===== config.mk =====
export PLATFORM = sky130hd
export DESIGN_NAME = clk_div_prog
export DESIGN_NICKNAME = d
export VERILOG_FILES = /design/src/rtl/clk_div_prog.sv
export SDC_FILE = /design/constraint.sdc
export NUM_CORES = 1
export LEC_CHECK = 0
export CAP_MARGIN = 15
export CORE_MARGIN = 2
export CORE_UTILIZATION = 60
export CTS_CLUSTER_SIZE = 10
export DETAILED_ROUTE_END_ITERATION = 10
export GPL_TIMING_DRIVEN = 0
export PLACE_DENSITY = 0.82
export SKIP_CTS_REPAIR_TIMING = 1
export SYNTH_ARGS = -nofsm -noshare
export SYNTH_HDL_FRONTEND = slang
export SYNTH_SLANG_ARGS = --single-unit

===== constraint.sdc =====
create_clock -name clk -period 5.4 [get_ports clk]
set_input_delay 1.08 -clock clk [delete_from_list [all_inputs] [get_ports clk]]
set_output_delay 1.08 -clock clk [all_outputs]
set_load 0.03 [all_outputs]

===== src/rtl/clk_div_prog.sv =====
// Programmable 50%-duty integer clock divider (ratios 2..2^DIV_W-1) with ratio
// updates applied only at period starts, a clean low park on disable, and a per-period tick.
module clk_div_prog #(
  parameter int DIV_W    = 8,
  parameter int DIV_INIT = 3
) (
  input  logic             clk,
  input  logic             rstn,
  input  logic             en,
  input  logic             load,
  input  logic [DIV_W-1:0] div_ratio,
  output logic             ratio_ack,
  output logic             ratio_err,
  output logic             oclk_tick,
  output logic             oclk
);

  localparam int               HW         = DIV_W + 1;
  localparam logic [DIV_W-1:0] RATIO_INIT = DIV_W'(DIV_INIT);
  localparam logic [DIV_W-1:0] RATIO_MIN  = DIV_W'(2);

  logic [DIV_W-1:0] cnt_r, cnt_s;
  logic [DIV_W-1:0] ratio_r, ratio_s;
  logic [DIV_W-1:0] pend_r, pend_s;
  logic [DIV_W-1:0] req_s;
  logic [HW-1:0]    half_s;
  logic             pend_valid_r, pend_valid_s;
  logic             p_r, p_s;
  logic             n_r;
  logic             running_r, running_s;
  logic             ack_r, ack_s;
  logic             err_r, err_s;
  logic             tick_r, tick_s;
  logic             ps_s, apply_s;

  function automatic logic [DIV_W-1:0] clamp_ratio(input logic [DIV_W-1:0] r);
    if (r < RATIO_MIN) begin
      return RATIO_MIN;
    end else begin
      return r;
    end
  endfunction

  // Next-state: period-start decisions, ratio application and phase generation
  always_comb begin
    cnt_s        = cnt_r;
    ratio_s      = ratio_r;
    pend_s       = pend_r;
    pend_valid_s = pend_valid_r;
    p_s          = p_r;
    running_s    = running_r;
    ack_s        = 1'b0;
    err_s        = 1'b0;
    tick_s       = 1'b0;
    apply_s      = 1'b0;
    req_s        = pend_r;
    half_s       = ({1'b0, ratio_r} + HW'(1)) >> 1;
    // Idle counts as a period start on every edge
    ps_s         = !running_r || (cnt_r == (ratio_r - DIV_W'(1)));

    if (ps_s) begin
      // A load on the boundary edge itself wins over the older pending value
      if (load) begin
        apply_s = 1'b1;
        req_s   = div_ratio;
      end else if (pend_valid_r) begin
        apply_s = 1'b1;
        req_s   = pend_r;
      end else begin
        apply_s = 1'b0;
        req_s   = pend_r;
      end
      if (apply_s) begin
        ratio_s      = clamp_ratio(req_s);
        ack_s        = 1'b1;
        err_s        = (req_s < RATIO_MIN);
        pend_valid_s = 1'b0;
      end else begin
        ratio_s = ratio_r;
      end
      cnt_s = {DIV_W{1'b0}};
      if (en) begin
        p_s       = 1'b1;
        tick_s    = 1'b1;
        running_s = 1'b1;
      end else begin
        p_s       = 1'b0;
        tick_s    = 1'b0;
        running_s = 1'b0;
      end
    end else begin
      cnt_s = cnt_r + DIV_W'(1);
      p_s   = ({1'b0, cnt_s} < half_s);
      if (load) begin
        pend_s       = div_ratio;
        pend_valid_s = 1'b1;
      end else begin
        pend_s       = pend_r;
        pend_valid_s = pend_valid_r;
      end
    end
  end

  // Posedge state register with synchronous active-low reset
  always_ff @(posedge clk) begin
    if (!rstn) begin
      cnt_r        <= {DIV_W{1'b0}};
      ratio_r      <= RATIO_INIT;
      pend_r       <= {DIV_W{1'b0}};
      pend_valid_r <= 1'b0;
      p_r          <= 1'b0;
      running_r    <= 1'b0;
      ack_r        <= 1'b0;
      err_r        <= 1'b0;
      tick_r       <= 1'b0;
    end else begin
      cnt_r        <= cnt_s;
      ratio_r      <= ratio_s;
      pend_r       <= pend_s;
      pend_valid_r <= pend_valid_s;
      p_r          <= p_s;
      running_r    <= running_s;
      ack_r        <= ack_s;
      err_r        <= err_s;
      tick_r       <= tick_s;
    end
  end

  // Half-cycle delayed copy of the phase; clears naturally since p is 0 in reset
  always_ff @(negedge clk) begin
    n_r <= p_r;
  end

  // The odd flag only changes when p and n are both low, so this mux cannot glitch
  assign oclk      = ratio_r[0] ? (p_r & n_r) : p_r;
  assign ratio_ack = ack_r;
  assign ratio_err = err_r;
  assign oclk_tick = tick_r;

endmodule


==> results of run 1 <==
cells in the mapped netlist (2+ instances only):
| master | count |
|---|---|
| nand2_1 | 35 |
| dfxtp_1 | 31 |
| mux2i_1 | 16 |
| xor2_1 | 13 |
| nor2_1 | 12 |
| ha_1 | 10 |
| xnor2_1 | 9 |
| and3_1 | 8 |
| nand3_1 | 8 |
| inv_1 | 6 |
| mux2_2 | 6 |
| clkbuf_1 | 5 |
| nor3_1 | 5 |
| a21o_1 | 4 |
| buf_2 | 4 |
| nor4_1 | 4 |
| nand4_1 | 3 |
| a211oi_1 | 2 |
| nand2b_1 | 2 |
| nor3b_1 | 2 |
| o211ai_1 | 2 |
| o21a_1 | 2 |
| o21ai_0 | 2 |
| o41ai_1 | 2 |
tightest hold or removal path, stage by stage, from the launching register on:
cell and delay, ns:
dfxtp_1 0.33, nand2_1 0.06, mux2i_1 0.05
per-stage QoR:
step	util, %	setup slack (ns)	instances
global route	71.0	0.105	279
CTS	71.0	0.183	279
finish	71.0	0.194	279
floorplan	-	1.06	212
detailed placement	69.1	0.572	271
global placement	69.1	0.582	271
kinds of logic after synthesis:
logic type      after synthesis  synth area share [%]
compound gates               25                  11.7
simple gates                 84                  21.9
xor+xnor                     23                  11.1
mux                          22                  12.1
flops                        31                  32.9
buf+inv                      17                  3.71
fa+ha+maj                    10                  6.63
state kept, by name, summed over array words and instances (netlist names):
signal,cells
cnt_r,8
pend_r,8
ratio_r,8
n_r,1
oclk_tick,1
p_r,1
pend_valid_r,1
ratio_ack,1
ratio_err,1
running_r,1
final timing paths:
check                  from         to  slack [ns]  depth (start not counted)
setup / recovery        n_r       oclk        0.19                          2
hold / removal    pend_r[7]  pend_r[7]        0.48                          2
setup reg to reg        p_r        n_r        2.32                          0
hold reg to reg   pend_r[7]  pend_r[7]        0.48                          2
power groups by stage:
stage / Sequential, mW / Combinational, mW / Clock [mW]
2_1_floorplan: 0.262 / 0.112 / 0.00232
3_3_place_gp: 0.262 / 0.151 / 0.00232
3_5_place_dp: 0.262 / 0.155 / 0.00232
4_1_cts: 0.257 / 0.156 / 0.147
5_1_grt: 0.259 / 0.170 / 0.159
6_report: 0.257 / 0.156 / 0.144
layer usage:
layer	track usage [%]	routed length [um]
met5	0	0
met4	12.7	87
met3	6.49	149
met2	37.7	1820
met1	34.8	1930
area by class of cell:
| type | count | area, um2 | share of cell area (%) |
|---|---|---|---|
| Tap cell | 44 | 55.1 | 2.56 |
| Clock inverter | 2 | 7.51 | 0.349 |
| Buffer | 11 | 47.5 | 2.21 |
| Sequential cell | 31 | 621 | 28.9 |
| Multi-Input combinational cell | 164 | 1200 | 55.6 |
| Clock buffer | 7 | 55.1 | 2.56 |
| Inverter | 5 | 18.8 | 0.873 |
| Timing Repair Buffer | 15 | 150 | 6.98 |
==> impl_metrics.csv, run 1 <==
group,metric,value,unit
global_route,antenna_found_initial,0,
placed_design,gp_congestion,0.833,
detailed_routing,vias_per_cell,5.58,
pwr,powerDensity,259,nW/um2
pwr,vdd_ir_drop_max,0.137,mV
synth,synth_seq_area_share,32.9,%
clock_network,insertion_delay,0.37,ns
pwr,p_sw,0.181,mW
job,timing.max_cap.violations,0,
layout,fill_cells,252,
placed_design,numPortBuffers,15,
synth,yosys_warnings,0,
synth,synth_seq_cells,31,
synth,ys_async_sr_fraction,0,%
status,status,"complete, no violations",
detailed_routing,wire_per_inst,14.3,um
clock_network,cts.sinks,31,
layout,diodes,0,
detailed_routing,drc,0,
setup_path,cp.arrival,4.13,ns
clock_network,cts_buffer_depth,2,
clock_network,root_buffer,"clkbuf_4",
die,die_area,3610,um2
detailed_routing,vias,1558,
layout,layout_common_cells,"nand2_1 (35), dfxtp_1 (31), mux2i_1 (16)",
die,die_h,60.1,um
global_route,grt-ovfl-total,0,
synth,syn_area,1890,um2
timing,drv_slew,0,
layout,drive_above_1_share,10.6,%
detailed_routing,drt-pass1-iter-count,4,
clock_network,cts_max_level,2,
synth,syn_area_per_cell,8.90,um2
worst_hold_path,hp-class,"register to register",
placed_design,placed_cell_area,2090,um2
synth,synth_top_area_share,32.9,%
synth,synth_edf_count,0,
layout,nets,256,
setup_path,crit_chain,"o21a_1 > clkdlybuf4s50_1",
clock_network,cts_tree,"built",
global_route,grt_use_total,25.7,%
setup_path,crit_family,"buffers and inverters",
setup_path,cp_max_fo,1,
placed_design,hpwl,3020,um
pwr,swShare,32.6,%
synth,synthCells,212,
synth,synth.distinct_cells,43,
synth,ys.flop_type,"dfxtp_1",
pwr,internal_power,0.376,mW
global_route,grt_pass1_vias,1415,
timing,maxSlewHeadroom,56.9,%
pwr,p_leak,0.929,nW
layout,layout_commonest_cell,"nand2_1",
setup_path,critPathMaxStageDelay,0.66,ns
die,core_area,3030,um2
setup_path,critPathRequiredTime,4.32,ns
setup_path,critPathKind,"register to primary output",
pwr,p_seq_share,46.2,%
setup_path,end_kind,"primary output",
clock_network,clkSlewWorstSetupHoldPaths,0.09,ns
detailed_routing,drt-initial-drc-count,117,
layout,syn2layout_area_growth,14.0,%
timing,whs,0.479,ns
setup_path,crit_path_start_kind,"register",
timing,tightestPinTransition,0.647,ns
timing,setup_viol,0,
setup_path,slowest_stage,"clkdlybuf4s50_1",
timing,rsz0062_at_grt,"no",
synth,ys_top_cells_by_area,"dfxtp_1 (33%), mux2i_1 (8.5%), nand2_1 (7.0%), ha_1 (6.6%), xor2_1 (6.0%)",
global_route,grt_max_degree,11,
detailed_routing,ant_nets,0,
synth,synth_top_cell_by_area,"dfxtp_1",
clock_network,cts_buffers,5,
die,die_w,60.1,um
detailed_routing,wirelength,3990,um
setup_path,cp_num_buf_inv,1,
pwr,p_comb_share,28.0,%
timing,clock_skew,0.0423,ns
timing,finalHoldViolations,0,
layout,stdcell_area,2150,um2
global_route,grt_pass1_wl,6670,um
timing,finalSetupTns,0,ns
die,io_pins,16,
die,initial_core_util,62.3,%
pwr,pwr-share-clk,25.9,%
pwr,p_total,0.557,mW
die,rows,20,
synth,syn_nets,234,
No activity file was read; power rests on OpenSTA's default activity.
==> run 2: changes to the inputs <==
--- a/config.mk
+++ b/config.mk
@@ -8,6 +8,7 @@
 export CAP_MARGIN = 15
 export CORE_MARGIN = 2
 export CORE_UTILIZATION = 60
+export CTS_BUF_LIST = sky130_fd_sc_hd__clkbuf_4 sky130_fd_sc_hd__clkbuf_8
 export CTS_CLUSTER_SIZE = 10
 export DETAILED_ROUTE_END_ITERATION = 10
 export GPL_TIMING_DRIVEN = 0
==> impl_metrics.csv, run 2 (synthesized netlist as in run 1, its figures left out) <==
group,metric,value,unit
pwr,p_leak,0.932,nW
timing,maxSlewHeadroom,57.5,%
setup_path,cp_max_fo,1,
pwr,vdd_ir_drop_max,0.144,mV
job,timing.max_cap.violations,0,
layout,layout_common_cells,"nand2_1 (35), dfxtp_1 (31), mux2i_1 (16)",
timing,setup_viol,0,
die,initial_core_util,62.3,%
timing,finalHoldViolations,0,
pwr,swShare,32.0,%
clock_network,clkSlewWorstSetupHoldPaths,0.09,ns
detailed_routing,wire_per_inst,14.2,um
placed_design,hpwl,3020,um
die,rows,20,
detailed_routing,drt-pass1-iter-count,4,
layout,fill_cells,252,
detailed_routing,drt-initial-drc-count,92,
timing,finalSetupTns,0,ns
pwr,p_seq_share,45.9,%
clock_network,insertion_delay,0.37,ns
detailed_routing,ant_nets,0,
pwr,internal_power,0.381,mW
layout,drive_above_1_share,11.1,%
clock_network,cts.sinks,31,
global_route,grt_pass1_wl,6620,um
pwr,powerDensity,260,nW/um2
clock_network,root_buffer,"clkbuf_4",
global_route,grt_pass1_vias,1417,
setup_path,critPathRequiredTime,4.32,ns
detailed_routing,vias,1569,
placed_design,gp_congestion,0.833,
layout,syn2layout_area_growth,14.2,%
die,die_h,60.1,um
pwr,pwr-share-clk,26.3,%
die,io_pins,16,
layout,diodes,0,
setup_path,endpoint,"oclk",
timing,tightestPinTransition,0.638,ns
detailed_routing,wirelength,3960,um
timing,rsz0062_at_grt,"no",
die,die_w,60.1,um
layout,utilization,71.2,%
layout,top_regs,"cnt_r (8), pend_r (8), ratio_r (8)",
pwr,p_comb_share,27.7,%
clock_network,cts_buffers,5,
layout,nets,256,
timing,drv_slew,0,
detailed_routing,drc,0,
layout,layout_commonest_cell,"nand2_1",
global_route,grt_max_degree,11,
setup_path,r2r_slack,2.32,ns
worst_hold_path,hp-class,"register to register",
timing,clock_skew,0.0426,ns
clock_network,cts_buffer_depth,2,
clock_network,cts_tree,"built",
setup_path,rr_worst_depth,0,
global_route,antenna_found_initial,0,
status,status,"complete, no violations",
detailed_routing,vias_per_cell,5.62,
die,core_area,3030,um2
clock_network,cts_max_level,2,
setup_path,crit_path_start_kind,"register",
setup_path,cp.arrival,4.12,ns
placed_design,numPortBuffers,15,
setup_path,end_kind,"primary output",
setup_path,critPathKind,"register to primary output",
setup_path,r2r_end,"n_r",
setup_path,r2r-start,"p_r",
global_route,grt_use_total,25.6,%
global_route,grt-ovfl-total,0,
pwr,p_sw,0.179,mW
die,die_area,3610,um2
setup_path,startpoint,"n_r",
## run 2: cell counts in the layout (fill, tap and decap cells not counted)
Identical to the previous run, type by type.
## run 2: power groups by stage
stage / clock (mW) / combinational [mW] / sequential [mW]
final: 0.147 / 0.155 / 0.257
after global routing: 0.164 / 0.170 / 0.259
after CTS: 0.152 / 0.156 / 0.257
after detailed placement: 0.00232 / 0.155 / 0.262
after global placement: 0.00232 / 0.151 / 0.262
after floorplan: 0.00232 / 0.112 / 0.262
## run 2: worst min path at each step
stage | to | start | depth (start not counted)
final | pend_r[7] | pend_r[7] | 2
after global routing | pend_r[4] | pend_r[4] | 2
after global placement | pend_r[6] | pend_r[6] | 2
after floorplan | pend_r[7] | pend_r[7] | 2
after detailed placement | pend_r[6] | pend_r[6] | 2
after CTS | pend_r[6] | pend_r[6] | 2
## run 2: final cells by class
type / instances / area (um2) / area share, %
Sequential cell: 31 / 621 / 28.8
Clock buffer: 7 / 58.8 / 2.73
Tap cell: 44 / 55.1 / 2.56
Clock inverter: 2 / 7.51 / 0.348
Buffer: 11 / 47.5 / 2.21
Multi-Input combinational cell: 164 / 1200 / 55.5
Inverter: 5 / 18.8 / 0.871
Timing Repair Buffer: 15 / 150 / 6.97
## run 2: per-stage QoR
stage / instances / hold slack (ns) / setup slack, ns / power (mW) / instance area (um2)
detailed placement: 271 / 0.467 / 0.572 / 0.420 / 2090
global route: 279 / 0.511 / 0.105 / 0.594 / 2150
floorplan: 212 / 0.445 / 1.06 / 0.377 / 1890
CTS: 279 / 0.480 / 0.183 / 0.565 / 2150
global placement: 271 / 0.457 / 0.582 / 0.415 / 2090
finish: 279 / 0.478 / 0.195 / 0.560 / 2150
## run 2: critical path: stages (launching register included)
cell and delay [ns]:
dfxtp_1 0.30, o21a_1 0.10, clkdlybuf4s50_1 0.66
## run 2: routing by layer
metal,share of wire [%],up-vias,GRT usage (%)
met2,46,40,38.2
li1,-,788,-
met3,4.3,8,6.49
met1,48,733,34.0
met4,2.2,0,12.7
met5,0,-,0
==> patch: new RTL, config.mk and constraints of run 2 <==
Put one more register stage on the output `ratio_err`, cleared by the reset. The value now appears one clock later. The other outputs are not delayed to match.
--- a/src/rtl/clk_div_prog.sv
+++ b/src/rtl/clk_div_prog.sv
@@ -135,5 +135,11 @@
   assign oclk      = ratio_r[0] ? (p_r & n_r) : p_r;
   assign ratio_ack = ack_r;
-  assign ratio_err = err_r;
+  always_ff @(posedge clk) begin
+    if (!rstn) begin
+      ratio_err <= '0;
+    end else begin
+      ratio_err <= err_r;
+    end
+  end
   assign oclk_tick = tick_r;
 
Check against the original RTL: not checked (the comparison handles one clock edge and no latches or derived clocks); the edit may change what the design does.
==> patch against run 2 <==
  * Synthesized cell count is 4.2% higher
  * Routed wire length shrank 7.0%
  * Area after synthesis up 2.6%
  * Total power is 8.5% higher
  * Largest power group unchanged
  * Via count shrank 0.83%
  * Design area is 3.3% higher
  * Setup slack got worse by 0.016 ns
  * Utilization up 1.8 points
  * Die area grew 2.4%
  * Worst hold slack got worse by 0.037 ns
  * Sequential cell count rose by 1
==> patch: results (changes against run 2) <==
placement:
  port_buffers: 15  # unchanged
  placed_cell_area_sq_um: 2140  # +2.3%
  dp.final_hpwl_um: 2710  # -10%
  gp_congestion: 0.855  # +2.6%
global_route:
  grt_max_degree: 11  # unchanged
  grt_pass1_vias: 1543  # +8.9%
  antenna_violations_before_repair: 0  # unchanged
  tot_gr_track_use_pct: 23.9  # -1.6 points
  grt_first_pass_wirelength_um: 6590  # -0.53%
critical_path:
  slowest_stage: "sky130_fd_sc_hd__clkdlybuf4s50_1"
  crit_path_max_fanout: 1  # unchanged
  critical_path_arrival_ns: 4.14  # +0.02 ns
  timing.critical_path.slowest_cell_delay_ns: 0.66  # about the same
  critical-path-top-delay-family: "buffers and inverters"
cells_and_area:
  post_route_cells_drive_above_1_share_pct: 11.1  # about the same
  antenna-diode-count: 0  # unchanged
  top_regs: "cnt_r x8, pend_r x8, ratio_r x8"
  final_net_count: 265  # +3.5%
  fill_cells: 245  # -2.8%
yosys:
  postSynth.asyncResetShare_pct: 0  # unchanged
  synth.cells.most_frequent: "sky130_fd_sc_hd__nand2_1 (34), sky130_fd_sc_hd__dfxtp_1 (32), sky130_fd_sc_hd__mux2i_1 (15), sky130_fd_sc_hd__nor2_1 (14), sky130_fd_sc_hd__xor2_1 (13)"
  yosys-top-cells-area: "sky130_fd_sc_hd__dfxtp_1 (33%), sky130_fd_sc_hd__mux2i_1 (7.8%), sky130_fd_sc_hd__nand2_1 (6.6%)"
  synth_sequential_area_ratio_pct: 33.1  # +0.21 points
  synth.lib_cells_used.distinct: 43  # unchanged
  synth.net_count: 243  # +3.8%
cts:
  clkTransAtPathRegs_ns: 0.10
  htree_levels: 2  # unchanged
  cts-buffers-inserted: 5  # unchanged
  max-clock-path-buffers: 2  # unchanged
power:
  clock_power_share_pct: 32.5  # +6.2 points
  total_leakage_power_nw: 0.914  # -1.9%
  ir_drop_mv: 0.202  # +41%
  netSwitchingFraction_pct: 29.2  # -2.8 points
timing:
  final.setup_skew_ns: 0.0441  # +0.00147 ns
  tightestPinTransition_ns: 0.514  # -0.124 ns
drt:
  dr_total_vias: 1556  # -0.83%
  initialDrtViolationCount: 80  # -13%
  wl_per_cell_um: 12.8  # -9.9%
  first_pass_iters: 4  # unchanged
status:
  outcome: "complete, no violations"
worst_hold_path:
  hold_class: "reg -> reg"
## patch: worst paths after layout
path	start	to	slack [ns]	cells past startpoint
setup reg to reg	p_r	n_r	2.31	0
setup / recovery	n_r	oclk	0.18	2
hold reg to reg	err_r	ratio_err	0.44	1
hold / removal	err_r	ratio_err	0.44	1
## patch: cell type report
class | instances | area (sq um) | area share (%)
Multi-Input combinational cell | 167 | 1180 | 53.1
Tap cell | 44 | 55.1 | 2.47
Inverter | 5 | 18.8 | 0.843
Timing Repair Buffer | 15 | 150 | 6.75
Buffer | 16 | 91.3 | 4.10
Clock buffer | 6 | 51.3 | 2.30
Sequential cell | 32 | 641 | 28.8
Clock inverter | 3 | 37.5 | 1.69
## patch: cell families (layout without fill, tap and decap cells)
family	Yosys count	in the layout	share of synthesized area [%]
XOR/XNOR	22	22	9.96
AND/OR/NAND/NOR	84	84	21.1
multiplexers	22	22	11.8
AO/OA/AOI/OAI	29	29	11.7
adder cells (fa/ha/maj)	10	10	6.46
flip-flops	32	32	33.1
buffers and inverters	22	45	5.88
## patch: through the flow
step	worst slack, ns	cells
3_5_place_dp	0.573	280
4_1_cts	0.159	288
3_3_place_gp	0.566	280
5_1_grt	0.119	288
6_report	0.179	288
2_1_floorplan	1.06	221
## patch: power groups by stage
stage          combinational [mW]  clock, mW  sequential (mW)
2_1_floorplan               0.108    0.00232            0.269
3_3_place_gp                0.144    0.00232            0.268
3_5_place_dp                0.146    0.00232            0.268
4_1_cts                     0.147      0.199            0.263
5_1_grt                     0.164      0.211            0.265
6_report                    0.147      0.198            0.263
## patch: metal layers
layer  vias up  routed length [um]  global-route usage, %
met4         0                  57                   9.01
li1        798                   -                      -
met3         6                 192                   6.40
met5         -                   0                      0
met2        36                1650                   37.0
met1       716                1790                   32.0
